## config.mk

```make
export PLATFORM = sky130hd
export DESIGN_NAME = frame_mem_arbiter
export DESIGN_NICKNAME = d
export VERILOG_FILES = /design/src/rtl/frame_mem_arbiter.sv
export SDC_FILE = /design/constraint.sdc
export NUM_CORES = 1
export LEC_CHECK = 0
export BUFFER_PORTS_ARGS = -buffer_cell sky130_fd_sc_hd__buf_2
export CAP_MARGIN = 25
export CORE_MARGIN = 2
export CORE_UTILIZATION = 46
export CTS_CLUSTER_DIAMETER = 40
export CTS_CLUSTER_SIZE = 10
export DETAILED_ROUTE_END_ITERATION = 10
export HOLD_SLACK_MARGIN = 0.15
export PLACE_DENSITY = 0.85
export RECOVER_POWER = 50
export SYNTH_ARGS = -nofsm -noshare
export SYNTH_HDL_FRONTEND = slang
export SYNTH_SLANG_ARGS = --single-unit
```

## constraint.sdc

```tcl
create_clock -name CLK_40 -period 3.6 [get_ports CLK_40]
set_input_delay 0.72 -clock CLK_40 [delete_from_list [all_inputs] [get_ports CLK_40]]
set_output_delay 0.72 -clock CLK_40 [all_outputs]
set_load 0.01 [all_outputs]
```

## src/rtl/frame_mem_arbiter.sv

```systemverilog
// ============================================================================
// frame_mem_arbiter: shares one frame memory port between video reads, audio
// reads and SPI writes, with SPI starvation promotion and SPI write bursts.
// Revision: 1.0
// ============================================================================
`default_nettype none

module frame_mem_arbiter #(
    parameter int ADDR_W     = 17,
    parameter int DATA_W     = 8,
    parameter int SPI_STARVE = 8,
    parameter int SPI_BURST  = 4
) (
    input  logic              CLK_40,
    input  logic              reset,
    input  logic              vid_req,
    input  logic [ADDR_W-1:0] vid_addr,
    output logic              vid_gnt,
    output logic              vid_rvalid,
    output logic [DATA_W-1:0] vid_rdata,
    input  logic              aud_req,
    input  logic [ADDR_W-1:0] aud_addr,
    output logic              aud_gnt,
    output logic              aud_rvalid,
    output logic [DATA_W-1:0] aud_rdata,
    input  logic              spi_req,
    input  logic [ADDR_W-1:0] spi_addr,
    input  logic [DATA_W-1:0] spi_wdata,
    output logic              spi_gnt,
    output logic              mem_en,
    output logic              mem_we,
    output logic [ADDR_W-1:0] mem_addr,
    output logic [DATA_W-1:0] mem_wdata,
    input  logic [DATA_W-1:0] mem_rdata
);

    localparam int SW       = (SPI_STARVE < 1) ? 1 : $clog2(SPI_STARVE + 1);
    localparam int BW       = (SPI_BURST < 1) ? 1 : $clog2(SPI_BURST + 1);
    localparam bit BURST_EN = (SPI_BURST > 1);

    typedef enum logic [0:0] {
        ARB   = 1'b0,
        BURST = 1'b1
    } state_t;

    state_t            state, state_nxt;
    logic [SW-1:0]     starve_cnt, starve_nxt;
    logic [BW-1:0]     burst_cnt, burst_nxt;
    logic              promoted;
    logic              xfer;
    logic [ADDR_W-1:0] issue_addr;
    logic [1:0]        tag_s1, tag_s2;   // {video, audio} read owner per stage

    assign promoted = (starve_cnt >= SW'(SPI_STARVE));
    assign xfer     = vid_gnt | aud_gnt | spi_gnt;

    always_ff @(posedge CLK_40) begin
        if (reset) begin
            state      <= ARB;
            starve_cnt <= '0;
            burst_cnt  <= '0;
            mem_en     <= 1'b0;
            mem_we     <= 1'b0;
            mem_addr   <= '0;
            mem_wdata  <= '0;
            tag_s1     <= '0;
            tag_s2     <= '0;
        end else begin
            state      <= state_nxt;
            starve_cnt <= starve_nxt;
            burst_cnt  <= burst_nxt;
            mem_en     <= xfer;
            mem_we     <= spi_gnt;
            if (xfer)
                mem_addr <= issue_addr;
            if (spi_gnt)
                mem_wdata <= spi_wdata;
            tag_s1     <= {vid_gnt, aud_gnt};
            tag_s2     <= tag_s1;
        end
    end

    always_comb begin
        vid_gnt    = 1'b0;
        aud_gnt    = 1'b0;
        spi_gnt    = 1'b0;
        state_nxt  = state;
        burst_nxt  = burst_cnt;
        starve_nxt = starve_cnt;
        issue_addr = spi_addr;

        // Video always wins; in BURST or once starved, SPI outranks audio.
        if (!reset) begin
            if (vid_req)
                vid_gnt = 1'b1;
            else if (state == BURST) begin
                if (spi_req)
                    spi_gnt = 1'b1;
                else if (aud_req)
                    aud_gnt = 1'b1;
            end else if (spi_req && promoted)
                spi_gnt = 1'b1;
            else if (aud_req)
                aud_gnt = 1'b1;
            else if (spi_req)
                spi_gnt = 1'b1;
        end

        if (vid_gnt)
            issue_addr = vid_addr;
        else if (aud_gnt)
            issue_addr = aud_addr;

        if (!spi_req || spi_gnt)
            starve_nxt = '0;
        else if (!promoted)
            starve_nxt = starve_cnt + SW'(1);

        case (state)
            ARB: begin
                if (spi_gnt && BURST_EN) begin
                    state_nxt = BURST;
                    burst_nxt = BW'(1);
                end
            end
            BURST: begin
                if (!spi_req) begin
                    state_nxt = ARB;
                    burst_nxt = '0;
                end else if (spi_gnt) begin
                    if ((burst_cnt + BW'(1)) == BW'(SPI_BURST)) begin
                        state_nxt = ARB;
                        burst_nxt = '0;
                    end else
                        burst_nxt = burst_cnt + BW'(1);
                end
            end
            default: begin
                state_nxt = ARB;
                burst_nxt = '0;
            end
        endcase
    end

    assign vid_rvalid = tag_s2[1];
    assign aud_rvalid = tag_s2[0];
    assign vid_rdata  = vid_rvalid ? mem_rdata : '0;
    assign aud_rdata  = aud_rvalid ? mem_rdata : '0;

endmodule

`default_nettype wire

```

==> results by group, run 1 <==
Run status
  • Outcome: finished, final reports clean

CTS
  • Post-CTS sizing: 0
  • Clk buf depth: 2
  • Clk slew on worst S/H paths: about 0.07 ns
  • CTS tree: done
  • Clock sink count: 39
  • CTS HTree Levels: 2
  • Post-CTS setup buffers: 0
  • Inserted Clock Buffers: 5
  • Clock Latency Late Sink: ~0.29 ns
  • Root Buffer: clkbuf_8
  • Hold buffers post-CTS: 0

Worst setup path
  • CP top delay family: simple AND/OR/NAND/NOR gates
  • Largest stage delay, worst path: 0.56 ns
  • WS Path Type: in -> out
  • Worst EP arrival: roughly 2.2 ns
  • Slowest stage cell, crit path: clkbuf_1
  • Critical Path Fanout Max: 23
  • Crit path launch type: input pin
  • Critical path buffers and inverters: 2
  • Cells along the critical path: clkbuf_1, or3b_1, and3_1, buf_2
  • Critical Path RT: between 2 and 3 ns
  • Crit. End Element: primary output

Global route
  • First-pass GRT wire length: just over 8000 um
  • Largest net degree at the start of global routing: 41
  • GRT overflow: 0
  • Initial antenna violation count: 0
  • Tot GR Track Use: around a fifth
  • Vias in the first global route: around 1900

Floorplan
  • Core region area: between 0.004 and 0.005 sq mm
  • Initial cell density of the core: roughly half
  • Die width: just under 70 um
  • Die area: about 0.0048 sq mm
  • Die height: slightly below 70 um
  • IO Pins: 120
  • Site Rows: 23

Route
  • DRT iter0 DRCs: 44
  • Via count: between 1500 and 2000
  • Final wirelength: between 4000 and 5000 um
  • Avg WL per Cell: between 10 and 15 um
  • ANT nets after route: 0
  • Vias per inst: roughly 5.3
  • Drt drc: 0
  • Drt first pass iters: 4

Cells and area
  • P&R area growth vs syn: 32.7%
  • Finished Core Util: between 60% and 70%
  • Most common cell after layout, fill and taps aside: buf_2
  • Finished Cell Area: 0.00258 sq mm
  • Layout cell share with drive strength beyond 1: between 30% and 40%
  • Post-Layout Cell Count: about 370
  • N_diodes: 0
  • Final #Nets: about 400
  • Most frequent cells in the layout: buf_2 (89), dfxtp_1 (39), clkbuf_1 (32)
  • Fillers: 362

STA
  • Minimum clock period: approximately 2.9 ns
  • Fmax: roughly 340 MHz
  • Fin Setup TNS: 0 ns
  • Final hold violations: 0
  • Max transition margin: less than 1%
  • Worst slew pin tran: 1.49 ns
  • Clock skew: approximately 0.0068 ns
  • Final hold slack: approximately 0.43 ns
  • Period Utilization, post-route: 81.5%
  • RSZ-0062 raised after global routing: no
  • Final setup viols: 0
  • Final slew viol count: 0

Synth
  • Area share of the largest cell type after synthesis: between 40 and 50%
  • Synth warnings: 0
  • Cell variety after synth: 33
  • Post-Synthesis Cell Area: roughly 0.002 sq mm
  • Register area share after synthesis: between 40% and 50%
  • Largest area contributor in the netlist: dfxtp_1
  • Ranking of synthesized cells by area: dfxtp_1 (40%), or4b_2 (6.7%), a221o_1 (6.2%), nor2b_1 (5.8%), and2_1 (5.1%)
  • Post-Syn Nets: 286
  • Number of synthesized flops with an enable pin: 0
  • Post-Syn Instances: 210
  • Mean Syn Cell Area: slightly above 9 sq um
  • Synthesized flop and latch total: 39
  • Asr flop ratio synth: 0%
  • Synth Flop Type: dfxtp_1

Power and ir drop
  • Power Density: roughly 360 mW/mm^2
  • Lkg Pwr: approximately 1.2 nW
  • Worst VDD drop: between 0.2 and 0.25 mV

Placement
  • Dpl cell area: 0.00252 sq mm
  • # placed instances: around 360
  • Gpl congestion: slightly below 0.8
  • Number of port buffers: between 100 and 150
  • Post-DP HPWL: about 3600 um

Job
  • Max-Cap Viols: 0

Worst hold path
  • Worst hold path type: reg -> reg
## power by group
| group | switching, W | internal, W | total (W) |
|---|---|---|---|
| Clock | 0.000142 | 0.000175 | 0.000317 |
| Sequential | 0.0000129 | 0.000455 | 0.000468 |
| Combinational | 0.0000757 | 0.0000736 | 0.000149 |
## Yosys cell counts, drive strengths merged, types with 4 or more instances
cell	n
a21oi	19
a221o	12
a311oi	5
and2	16
and3	4
buf	7
clkbuf	12
dfxtp	39
ha	4
mux2	8
nand2	13
nand3	10
nor2	7
nor2b	18
or4b	13
## worst reg2reg max path, stage by stage (launching register included)
cell and delay (ns):
dfxtp_1 0.38, or3b_1 0.53, and3_1 0.24, buf_4 0.22, a221o_1 0.37
## per-layer routing
metal	global-route usage, %	share of wire [%]
met3	4.97	7.9
met4	9.15	0.77
met2	36.5	51
met1	23.0	41
met5	0	0
## kinds of logic (layout without fill, tap and decap cells)
group / after synthesis / after routing / synth area share [%]
and+or+nand+nor: 92 / 92 / 29.4
muxes: 10 / 10 / 5.66
DFF: 39 / 39 / 40.1
adders and majority gates: 4 / 4 / 2.57
buffers and inverters: 21 / 133 / 6.04
xor gates and xnor gates: 3 / 3 / 1.35
AOI/OAI and AO/OA: 41 / 41 / 14.9
## per-stage QoR
stage                     total power (W)  setup WS [ns]
after floorplan                  0.000557           1.19
after global placement           0.000629           1.02
after detailed placement         0.000633          0.982
after CTS                        0.000946          0.985
after global routing             0.000976          0.496
final                            0.000934          0.666
## final cells by class
| cell class | count | area, sq um | share of cell area (%) |
|---|---|---|---|
| well taps | 50 | 62.6 | 2.42 |
| flip-flops and latches | 39 | 781 | 30.2 |
| multi-input cells | 150 | 1050 | 40.6 |
| clock buffers | 8 | 100 | 3.87 |
| inverters | 2 | 7.51 | 0.291 |
| repair buffers | 123 | 584 | 22.6 |
## registers in the layout, summed over array words and instances (netlist names)
| register | flops |
|---|---|
| mem_addr | 17 |
| mem_wdata | 8 |
| starve_cnt | 4 |
| burst_cnt | 3 |
| tag_s1 | 2 |
| tag_s2 | 2 |
| mem_en | 1 |
| mem_we | 1 |
| state | 1 |
## final timing paths
path                         endpoint  depth (start not counted)                       start  slack (ns)
min reg2reg      tag_s2[1]$_SDFF_PP0_                          1        tag_s1[1]$_SDFF_PP0_        0.43
max reg2reg  mem_addr[7]$_SDFFE_PP0P_                          4  starve_cnt[3]$_SDFFE_PP0P_        1.74
min              tag_s2[1]$_SDFF_PP0_                          1        tag_s1[1]$_SDFF_PP0_        0.43
max                           spi_gnt                          4                     aud_req        0.67
No activity file was read; power rests on OpenSTA's default activity.
==> inputs of run 2 (changes only) <==
--- a/config.mk
+++ b/config.mk
@@ -8,12 +8,12 @@
 export BUFFER_PORTS_ARGS = -buffer_cell sky130_fd_sc_hd__buf_2
 export CAP_MARGIN = 25
 export CORE_MARGIN = 2
-export CORE_UTILIZATION = 46
+export CORE_UTILIZATION = 43
 export CTS_CLUSTER_DIAMETER = 40
 export CTS_CLUSTER_SIZE = 10
 export DETAILED_ROUTE_END_ITERATION = 10
 export HOLD_SLACK_MARGIN = 0.15
-export PLACE_DENSITY = 0.85
+export PLACE_DENSITY = 0.8
 export RECOVER_POWER = 50
 export SYNTH_ARGS = -nofsm -noshare
 export SYNTH_HDL_FRONTEND = slang
==> constraint.sdc (replaced) <==
create_clock -name CLK_40 -period 2.7 [get_ports CLK_40]
set_input_delay 0.54 -clock CLK_40 [delete_from_list [all_inputs] [get_ports CLK_40]]
set_output_delay 0.54 -clock CLK_40 [all_outputs]
set_load 0.01 [all_outputs]
==> run 2 against run 1 <==
Net effect: die area is 6.6% higher; setup slack worse by 0.24 ns; clock skew up 0.0030 ns; critical path depth decreased by 1; power increased by 40%; sequential cell count unchanged; non-clock buffer count is 3 higher; via count down 0.41%; sequential share of layout area decreased by 0.45 points; first-iteration DRC count rose by 16%; clock power rose by 52%; register-to-register slack worse by 0.91 ns.
==> results by group, run 2 (same netlist as run 1, synthesis figures left out) <==
Placement
  • Post-DP HPWL: 3800 um (+6.2%)
  • Number of port buffers: 119 (unchanged)
  • Gpl congestion: 0.804 (+1.9%)

CTS
  • CTS tree: done
  • Post-CTS setup buffers: 0 (unchanged)
  • Clock Latency Late Sink: 0.30 ns (about the same)
  • Hold buffers post-CTS: 0 (unchanged)
  • Root Buffer: clkbuf_8
  • Clock sink count: 39 (unchanged)
  • Post-CTS sizing: 0 (unchanged)
  • Inserted Clock Buffers: 5 (unchanged)
  • CTS HTree Levels: 2 (unchanged)
  • Clk buf depth: 2 (unchanged)
  • Clk slew on worst S/H paths: 0.08 ns (about the same)

Worst setup path
  • Crit. End Element: primary output
  • Critical Path RT: 2.16 ns (-0.72 ns)
  • Critical Path Fanout Max: 9 (-61%)
  • Worst EP arrival: 1.73 ns (-0.48 ns)
  • Crit path launch type: register
  • WS Path Type: reg -> out

Cells and area
  • Most common cell after layout, fill and taps aside: buf_2
  • Most frequent cells in the layout: buf_2 (90), dfxtp_1 (39), clkbuf_1 (30)
  • Most flops, register: mem_addr
  • Top Registers: mem_addr x17, mem_wdata x8, starve_cnt x4
  • N_diodes: 0 (unchanged)
  • P&R area growth vs syn: 34.7%
  • Fillers: 383 (+5.8%)
  • Max reg flops: 17 (unchanged)
  • Layout cell share with drive strength beyond 1: 38.8% (+1.2 points)
  • Final #Nets: 400 (+0.76%)

Global route
  • Initial antenna violation count: 0 (unchanged)
  • GRT overflow: 0 (unchanged)
  • First-pass GRT wire length: 8200 um (-0.16%)
  • Largest net degree at the start of global routing: 35 (-15%)
  • Tot GR Track Use: 20.2% (-0.34 points)
  • Vias in the first global route: 1889 (-2.6%)

Route
  • Final wirelength: 5200 um (+7.9%)
  • ANT nets after route: 0 (unchanged)
  • Drt first pass iters: 4 (unchanged)
  • Avg WL per Cell: 13.8 um (+6.5%)
  • DRT iter0 DRCs: 51 (+16%)
  • Vias per inst: 5.20 (-1.7%)
  • Via count: 1959 (-0.41%)
  • Drt drc: 0 (unchanged)

Floorplan
  • Initial cell density of the core: 44.7% (-3.6 points)
  • Die width: 71.3 um (+3.2%)
  • Core region area: 0.00435 sq mm (+8.1%)
  • Die area: 0.00508 sq mm (+6.6%)
  • IO Pins: 120 (unchanged)
  • Site Rows: 24 (+4.3%)
  • Die height: 71.3 um (+3.2%)

Worst hold path
  • Worst hold path type: reg -> reg

STA
  • Minimum clock period: 2.27 ns
  • Fin Setup TNS: 0 ns (unchanged)
  • Clock skew: 0.00971 ns (+0.00295 ns)
  • Fmax: approximately 440 MHz
  • Final slew viol count: 0 (unchanged)
  • RSZ-0062 raised after global routing: no
  • Worst slew pin tran: 0.692 ns (-0.794 ns)
  • Max transition margin: 53.4% (+52 points)
  • Final hold slack: 0.444 ns (+0.0102 ns)
  • Final setup viols: 0 (unchanged)
  • Period Utilization, post-route: ~84%
  • Final hold violations: 0 (unchanged)

Power and ir drop
  • Lkg Pwr: 1.23 nW (+2.0%)
  • Power Density: 500 mW/mm^2 (+38%)
  • Worst VDD drop: 0.337 mV (+48%)

Run status
  • Outcome: finished, final reports clean

Job
  • Max-Cap Viols: 0 (unchanged)
## run 2: where the power goes
group	switching [W]	internal, W	total [W]
clock	0.000208	0.000275	0.000483
sequential	0.0000181	0.000607	0.000625
combinational	0.000104	0.000101	0.000204
## run 2: worst max-delay path, cell delays in order, from the launching register on
cell	delay [ns]
dfxtp_1	0.40
o21ai_0	0.59
and3_1	0.28
buf_2	0.15
## run 2: per-layer routing
metal / wire length [um] / GRT usage, %
met1: 2000 / 21.3
met2: 2680 / 37.2
met3: 414 / 5.77
met4: 110 / 8.39
met5: 0 / 0
## run 2: path summary, 6_finish.rpt
kind / cells after the start / slack (ns) / to / startpoint
max: 3 / 0.43 / aud_gnt / state$_SDFF_PP0_
max reg2reg: 4 / 0.83 / mem_addr[11]$_SDFFE_PP0P_ / state$_SDFF_PP0_
min: 1 / 0.44 / tag_s2[0]$_SDFF_PP0_ / tag_s1[0]$_SDFF_PP0_
min reg2reg: 1 / 0.44 / tag_s2[0]$_SDFF_PP0_ / tag_s1[0]$_SDFF_PP0_
## run 2: final cells by class
cell class / count / area (sq um) / share of cell area (%)
multi-input combinational: 150 / 1050 / 40.0
timing repair buffer: 126 / 608 / 23.2
inverter: 2 / 7.51 / 0.286
sequential: 39 / 781 / 29.8
tap: 52 / 65.1 / 2.48
clock inverter: 3 / 43.8 / 1.67
clock buffer: 5 / 68.8 / 2.62
## run 2: stage by stage
stage / instances / instance area [sq um] / util (%) / setup WS (ns) / power, W
6_report: 377 / 2620 / 60.2 / 0.426 / 0.00131
5_1_grt: 377 / 2620 / 60.2 / 0.301 / 0.00137
4_1_cts: 377 / 2660 / 61.1 / 0.516 / 0.00133
3_5_place_dp: 369 / 2550 / 58.6 / 0.601 / 0.000850
3_3_place_gp: 369 / 2550 / 58.6 / 0.669 / 0.000843
2_1_floorplan: 210 / 1950 / - / 0.645 / 0.000743
